<file path="config.mk">
export PLATFORM = sky130hd
export DESIGN_NAME = ext_unit_pipe_flat
export DESIGN_NICKNAME = d
export VERILOG_FILES = /design/src/rtl/ext_unit_pipe_pkg.sv /design/src/rtl/ext_unit_pipe_if.sv /design/src/rtl/ext_unit_pipe_core.sv /design/src/rtl/ext_unit_pipe.sv /design/src/flat_wrapper.sv
export SDC_FILE = /design/constraint.sdc
export NUM_CORES = 1
export LEC_CHECK = 0
export ABC_AREA = 0
export CAP_MARGIN = 15
export CORE_UTILIZATION = 37
export DETAILED_ROUTE_END_ITERATION = 10
export GPL_TIMING_DRIVEN = 0
export PLACE_DENSITY_LB_ADDON = 0.3
export SLEW_MARGIN = 20
export SYNTH_ARGS = -nofsm -noshare
export SYNTH_HDL_FRONTEND = slang
export SYNTH_SLANG_ARGS = --single-unit
</file>
<file path="constraint.sdc">
create_clock -name clk -period 3.1 [get_ports clk]
set_input_delay 0.465 -clock clk [delete_from_list [all_inputs] [get_ports clk]]
set_output_delay 0.465 -clock clk [all_outputs]
set_load 0.01 [all_outputs]
</file>
<file path="src/rtl/ext_unit_pipe_pkg.sv">
// Shared definitions for the extension unit: operation codes and the
// byte-offset width helper used by the interface, core and top.
package ext_pkg;

  localparam logic [2:0] EXT_SEXT = 3'd0;  // sign-extend immediate
  localparam logic [2:0] EXT_ZEXT = 3'd1;  // zero-extend immediate
  localparam logic [2:0] EXT_LUI  = 3'd2;  // immediate in upper bits
  localparam logic [2:0] EXT_BOFF = 3'd3;  // sign-extended immediate << 2
  localparam logic [2:0] EXT_LB   = 3'd4;  // load byte, signed
  localparam logic [2:0] EXT_LBU  = 3'd5;  // load byte, unsigned
  localparam logic [2:0] EXT_LH   = 3'd6;  // load halfword, signed
  localparam logic [2:0] EXT_LHU  = 3'd7;  // load halfword, unsigned

  // Width of a byte offset into an OUT_W-bit word.
  function automatic int ext_off_w(input int out_w);
    return $clog2(out_w / 8);
  endfunction

endpackage

</file>
<file path="src/rtl/ext_unit_pipe_if.sv">
// Handshake bundle for ext_unit_pipe.
//   in_*  : producer -> unit beat (valid/ready, mode, data, byte offset)
//   out_* : unit -> consumer result (valid/ready, data, misalignment flag)
// master = upstream/downstream environment, slave = the unit itself.
interface ext_unit_pipe_if
  import ext_pkg::*;
#(
  parameter int OUT_W = 32
) ();
  localparam int OFF_W = ext_off_w(OUT_W);

  logic             in_valid;
  logic             in_ready;
  logic [2:0]       in_mode;
  logic [OUT_W-1:0] in_data;
  logic [OFF_W-1:0] in_off;
  logic             out_valid;
  logic             out_ready;
  logic [OUT_W-1:0] out_data;
  logic             out_err;

  modport master (
    output in_valid, in_mode, in_data, in_off, out_ready,
    input  in_ready, out_valid, out_data, out_err
  );

  modport slave (
    input  in_valid, in_mode, in_data, in_off, out_ready,
    output in_ready, out_valid, out_data, out_err
  );
endinterface

</file>
<file path="src/rtl/ext_unit_pipe_core.sv">
// ext_core: combinational extension datapath.
//   i_mode   : operation select (EXT_* codes)
//   i_data   : immediate in low IN_W bits, or full load word
//   i_off    : little-endian byte offset for load modes
//   o_result : extended result
//   o_err    : misaligned halfword (result forced to zero)
module ext_core
  import ext_pkg::*;
#(
  parameter int IN_W  = 16,
  parameter int OUT_W = 32,
  parameter int OFF_W = ext_off_w(OUT_W)
) (
  input  logic [2:0]       i_mode,
  input  logic [OUT_W-1:0] i_data,
  input  logic [OFF_W-1:0] i_off,
  output logic [OUT_W-1:0] o_result,
  output logic             o_err
);
  logic [IN_W-1:0]  w_imm;
  logic [OUT_W-1:0] w_sext;
  logic [7:0]       w_byte;
  logic [15:0]      w_half;
  logic             w_mis;

  assign w_imm  = i_data[IN_W-1:0];
  assign w_sext = {{(OUT_W-IN_W){w_imm[IN_W-1]}}, w_imm};
  assign w_byte = 8'(i_data >> {i_off, 3'b000});
  assign w_half = 16'(i_data >> {i_off, 3'b000});
  // Odd offsets, and a halfword starting in the last byte, are faults.
  assign w_mis  = i_off[0] || (i_off == OFF_W'(OUT_W/8 - 1));

  always_comb begin
    o_result = '0;
    o_err    = 1'b0;
    case (i_mode)
      EXT_SEXT: o_result = w_sext;
      EXT_ZEXT: o_result = {{(OUT_W-IN_W){1'b0}}, w_imm};
      EXT_LUI:  o_result = {w_imm, {(OUT_W-IN_W){1'b0}}};
      EXT_BOFF: o_result = w_sext << 2;
      EXT_LB:   o_result = {{(OUT_W-8){w_byte[7]}}, w_byte};
      EXT_LBU:  o_result = {{(OUT_W-8){1'b0}}, w_byte};
      EXT_LH, EXT_LHU: begin
        if (w_mis) begin
          o_err = 1'b1;
        end else if (i_mode == EXT_LH) begin
          o_result = {{(OUT_W-16){w_half[15]}}, w_half};
        end else begin
          o_result = {{(OUT_W-16){1'b0}}, w_half};
        end
      end
      default: o_result = '0;
    endcase
  end
endmodule

</file>
<file path="src/rtl/ext_unit_pipe.sv">
// ext_unit_pipe: registered extension unit with a one-entry skid buffer.
//   clk, rst  : rising-edge clock, synchronous active-high reset
//   bus       : slave side of ext_unit_pipe_if (input beat / output result)
//   err_count : saturating count of accepted misaligned beats
// IN_W must lie in 1..OUT_W-2; OUT_W must be a multiple of 16.
module ext_unit_pipe
  import ext_pkg::*;
#(
  parameter int IN_W     = 16,
  parameter int OUT_W    = 32,
  parameter int ERRCNT_W = 16
) (
  input  logic                clk,
  input  logic                rst,
  ext_unit_pipe_if.slave      bus,
  output logic [ERRCNT_W-1:0] err_count
);
  localparam int OFF_W = ext_off_w(OUT_W);

  logic [OUT_W-1:0]    w_result;
  logic                w_err;
  logic                w_acc;
  logic                w_drain;
  logic                r_out_valid;
  logic [OUT_W-1:0]    r_out_data;
  logic                r_out_err;
  logic                r_skid_valid;
  logic [OUT_W-1:0]    r_skid_data;
  logic                r_skid_err;
  logic [ERRCNT_W-1:0] r_err_count;

  ext_core #(.IN_W(IN_W), .OUT_W(OUT_W), .OFF_W(OFF_W)) u_core (
    .i_mode   (bus.in_mode),
    .i_data   (bus.in_data),
    .i_off    (bus.in_off),
    .o_result (w_result),
    .o_err    (w_err)
  );

  // Ready depends only on registered state and rst, never on out_ready.
  assign bus.in_ready  = !rst && !r_skid_valid;
  assign w_acc         = bus.in_valid && bus.in_ready;
  assign w_drain       = r_out_valid && bus.out_ready;
  assign bus.out_valid = r_out_valid;
  assign bus.out_data  = r_out_data;
  assign bus.out_err   = r_out_err;
  assign err_count     = r_err_count;

  always_ff @(posedge clk) begin
    if (rst) begin
      r_out_valid  <= 1'b0;
      r_out_data   <= '0;
      r_out_err    <= 1'b0;
      r_skid_valid <= 1'b0;
      r_skid_data  <= '0;
      r_skid_err   <= 1'b0;
      r_err_count  <= '0;
    end else begin
      // A full skid implies in_ready=0, so no accept can coincide with it.
      if (w_drain && r_skid_valid) begin
        r_out_data   <= r_skid_data;
        r_out_err    <= r_skid_err;
        r_skid_valid <= 1'b0;
      end else if (w_acc && (!r_out_valid || w_drain)) begin
        r_out_valid <= 1'b1;
        r_out_data  <= w_result;
        r_out_err   <= w_err;
      end else if (w_acc) begin
        r_skid_valid <= 1'b1;
        r_skid_data  <= w_result;
        r_skid_err   <= w_err;
      end else if (w_drain) begin
        r_out_valid <= 1'b0;
      end

      if (w_acc && w_err && (r_err_count != '1)) begin
        r_err_count <= r_err_count + ERRCNT_W'(1);
      end
    end
  end
endmodule

</file>
<file path="src/flat_wrapper.sv">
// flat-port wrapper written by rule: the top's interface ports become plain ports
module ext_unit_pipe_flat import ext_pkg::*;
#(
  parameter int IN_W     = 16,
  parameter int OUT_W    = 32,
  parameter int ERRCNT_W = 16
)
  (clk, rst, err_count, bus_in_valid, bus_in_mode, bus_in_data, bus_in_off, bus_out_ready, bus_in_ready, bus_out_valid, bus_out_data, bus_out_err);
  ext_unit_pipe_if #(.OUT_W(OUT_W)) bus_i ();
  input  logic clk;
  input  logic rst;
  output logic [ERRCNT_W-1:0] err_count;
  input wire logic [$bits(bus_i.in_valid)-1:0] bus_in_valid;
  input wire logic [$bits(bus_i.in_mode)-1:0] bus_in_mode;
  input wire logic [$bits(bus_i.in_data)-1:0] bus_in_data;
  input wire logic [$bits(bus_i.in_off)-1:0] bus_in_off;
  input wire logic [$bits(bus_i.out_ready)-1:0] bus_out_ready;
  output wire logic [$bits(bus_i.in_ready)-1:0] bus_in_ready;
  output wire logic [$bits(bus_i.out_valid)-1:0] bus_out_valid;
  output wire logic [$bits(bus_i.out_data)-1:0] bus_out_data;
  output wire logic [$bits(bus_i.out_err)-1:0] bus_out_err;
  assign bus_i.in_valid = bus_in_valid;
  assign bus_i.in_mode = bus_in_mode;
  assign bus_i.in_data = bus_in_data;
  assign bus_i.in_off = bus_in_off;
  assign bus_i.out_ready = bus_out_ready;
  assign bus_in_ready = bus_i.in_ready;
  assign bus_out_valid = bus_i.out_valid;
  assign bus_out_data = bus_i.out_data;
  assign bus_out_err = bus_i.out_err;
  ext_unit_pipe #(.IN_W(IN_W), .OUT_W(OUT_W), .ERRCNT_W(ERRCNT_W)) u_core (.clk(clk), .rst(rst), .bus(bus_i), .err_count(err_count));
endmodule
</file>
==> summary.md <==
| Metric | Value |
|---|---|
| Status | `complete, no violations` |
| Residual DRC | `0` |
| Synth Area in Compound Gates | `23.8%` |
| P&R area growth vs syn | `30.4%` |
| Warnings from Yosys | `0` |
| Worst path required time | `2630 ps` |
| Crit Path Max Fanout | `10` |
| RePlAce Congestion | `0.921` |
| Setup CP Type | `input port to output pin` |
| Buf+Inv Stages, Crit Path | `4` |
| Period utilization | `78.5%` |
| Fmax | `0.411 GHz` |
| Global route overflow | `0` |
| Die X-Extent | `108 um` |
| Min Tclk post-route | `2430 ps` |
| Clock Sinks | `84` |
| Total GRT Usage | `23.3%` |
| Synth Instances | `521` |
| CTS root buf | `clkbuf_8` |
| Final hold violations | `0` |
| Yosys cell types | `48` |
| Pin count of the biggest net entering global routing | `16` |
| Via count | `4302` |
| CP Launch Type | `input port` |
| Slew HR | `55.9%` |
| Worst IR Drop VDD | `0.000232 V` |
| H-Tree Depth | `3` |
| Fill cell count | `1102` |
| Final count of negative-setup-slack endpoints | `0` |
| Fin util | `49.8%` |
| Largest family of logic cells by synthesized area | `compound AO/OA/AOI/OAI gates` |
| Simple-Gate Fraction of Synth Area | `23.4%` |
| Cts repair resizes | `0` |
| Grt peak-use layer | `met2` |
| Post-route setup TNS | `0 ps` |
| Register area share after synthesis | `40.5%` |
| Via/cell ratio | `5.62` |
| Syn Nets | `563` |
| Initial core utilization | `38.2%` |
| Met3 Use GR | `2.83%` |
| Skew final | `8.34 ps` |
| Area occupied by multi-input gates | `2290 sq um` |
| Critical-path cell list | `clkbuf_2 -> clkbuf_1 -> clkbuf_1 -> nor2_1 -> clkdlybuf4s50_1` |
| Final ANT Viol Nets | `0` |
| Worst EP arrival | `1970 ps` |
| RSZ-0062 raised after global routing | `no` |
| Worst min-delay path class | `flop to flop` |
| Crit-path slowest cell | `clkdlybuf4s50_1` |
| Critical path endpoint category | `output pin` |
| Diode count | `0` |
| Num CTS Buffers | `9` |
| Ys async rst share | `0%` |
| Pwr Density | `432 nW/um^2` |
| Die height | `108 um` |
| Number of flops mapped to enable cells by yosys | `0` |
| Die Area | `11700 sq um` |
| XOR/XNOR share of the synthesized area | `2.95%` |
| CTS max path bufs | `2` |
| Initial antenna violation count | `0` |
| Wire length per cell | `17.4 um` |
| Site row count | `38` |
| Worst-path clk slew | `90 ps` |
| Syn Std Cell Area | `4160 sq um` |
| Crit-path most repeated cell | `clkbuf_1` |
| Crit-path leading delay family | `buffers and inverters` |
| Slew Viols, Final | `0` |
| GRT met1 Usage | `29.6%` |
| DRT iter0 DRCs | `244` |
| Ports | `92` |
| Adder and majority cell fraction of the synthesized area | `0.301%` |
| Met2 usage | `39.6%` |
| Setup bufs post-CTS | `0` |
| Mux cell area share after synthesis | `4.61%` |
| Max stage delay on crit path | `500 ps` |
| Final WL | `13300 um` |
| Mapped Avg Cell Area | `7.98 sq um` |
| Vias in the first global route | `4118` |
| CTS Hold Bufs | `0` |
| Synth Flop Type | `dfxtp_1` |
| Flops & latches, synth | `84` |
| Max Cap Violations | `0` |
| I/O Buffers | `88` |
| Total Nets Final | `662` |
| Pre-antenna DRT Iters | `5` |
| HPWL after DPL | `10200 um` |
| First-pass GRT wire length | `20900 um` |
| Final setup margin | `666 ps` |
| Setup WS pre-CTS | `421 ps` |
| Worst-Margin Slew | `659 ps` |
| Worst-Skew Late Latency | `370 ps` |
| CTS tree | `done` |
| Share of cells above drive strength 1 | `6.08%` |
| Total area of sequential cells | `1680 sq um` |
| Pleak | `1.84 nW` |
| Core area | `10900 sq um` |
## final cells by class
cell class	instances	area share [%]
inverters	5	0.346
plain buffers	38	3.05
clock inverters	6	1.32
flip-flops and latches	84	31.0
multi-input cells	394	42.3
well taps	140	3.23
repair buffers	88	16.2
clock buffers	10	2.54
## kinds of logic (layout without fill, tap and decap cells)
| group | Yosys count | after routing |
|---|---|---|
| AO/OA/AOI/OAI | 155 | 155 |
| flip-flops | 84 | 84 |
| adder cells (fa/ha/maj) | 1 | 1 |
| multiplexers | 19 | 19 |
| AND/OR/NAND/NOR | 205 | 205 |
| XOR/XNOR | 14 | 14 |
| buffers and inverters | 43 | 147 |
## layer usage
metal | vias to the layer above | wire length (um) | part of all wire [%]
met5 | - | 0 | 0
met4 | 0 | 268 | 2.0
met3 | 23 | 710 | 5.3
met2 | 164 | 6430 | 48
met1 | 2035 | 5900 | 44
li1 | 2080 | - | -
## sequential cells by signal, indices dropped and copies added (netlist names)
name and cells:
u_core.bus.out_data 32, u_core.bus.out_err 1, u_core.bus.out_valid 1, u_core.err_count 16, u_core.r_skid_data 32, u_core.r_skid_err 1, u_core.r_skid_valid 1
## power breakdown
part           leakage, nW  internal [W]  switching, W
sequential           0.681       0.00111     0.0000192
clock                0.105      0.000403      0.000444
combinational         1.06      0.000167      0.000202
total                 1.84       0.00168      0.000665
## per-stage QoR
step	power (W)	std cells	hold slack [ps]	instance area [sq um]
6_report	0.00234	765	462	5420
5_1_grt	0.00243	765	481	5420
4_1_cts	0.00235	765	462	5420
3_3_place_gp	0.00152	749	444	5210
3_5_place_dp	0.00152	749	449	5210
2_1_floorplan	0.00134	521	437	4160
## worst register-to-register path, stage by stage, from the launching register on
cell     delay (ps)
dfxtp_1         470
or3b_1          150
buf_2           180
nor2_2           80
nor2_1          520
buf_2           380
a22oi_1         120
o22ai_1         150
## cell usage in the layout (no fill, tap or decap), types with 8 or more instances in the layout
master / count
clkdlybuf4s50_1: 88
nand3_1: 26
nand2_1: 58
xor2_1: 8
nor2_1: 62
nor3_1: 10
dfxtp_1: 84
o21ai_0: 34
a211oi_1: 14
clkbuf_8: 10
nand4_1: 10
clkbuf_1: 29
a31oi_1: 15
mux2i_1: 18
a22oi_1: 25
and2_1: 16
a21oi_1: 23
o22ai_1: 17
## cells in the mapped netlist (3+ instances only)
cell type  number  area [sq um]
a211oi_1       14           105
a21oi_1        23           115
a22o_1          5          43.8
a22oi_1        25           188
a31o_2          5          43.8
a31oi_1        15          93.8
and2_1         16           100
and3_1          4          25.0
buf_2           5          25.0
clkbuf_1       29           109
dfxtp_1        84          1680
inv_1           4          15.0
mux2i_1        18           180
nand2_1        58           218
nand2b_1        5          31.3
nand3_1        26           130
nand4_1        10          62.6
nor2_1         62           233
nor2b_1         3          18.8
nor3_1         10          50.1
o21ai_0        34           170
o21ai_1         6          30.0
o22ai_1        17           106
o2bb2ai_1       4          35.0
xnor2_1         6          52.6
xor2_1          8          70.1
## path summary, 6_finish.rpt
check	start	slack (ps)	to	depth (start not counted)
setup / recovery	rst	670	bus_in_ready	5
hold / removal	u_core.r_skid_data[28]	460	u_core.r_skid_data[28]	2
setup reg to reg	u_core.r_skid_valid	980	u_core.bus.out_data[12]	7
hold reg to reg	u_core.r_skid_data[28]	460	u_core.r_skid_data[28]	2
Power figures use the tool's default switching activity.
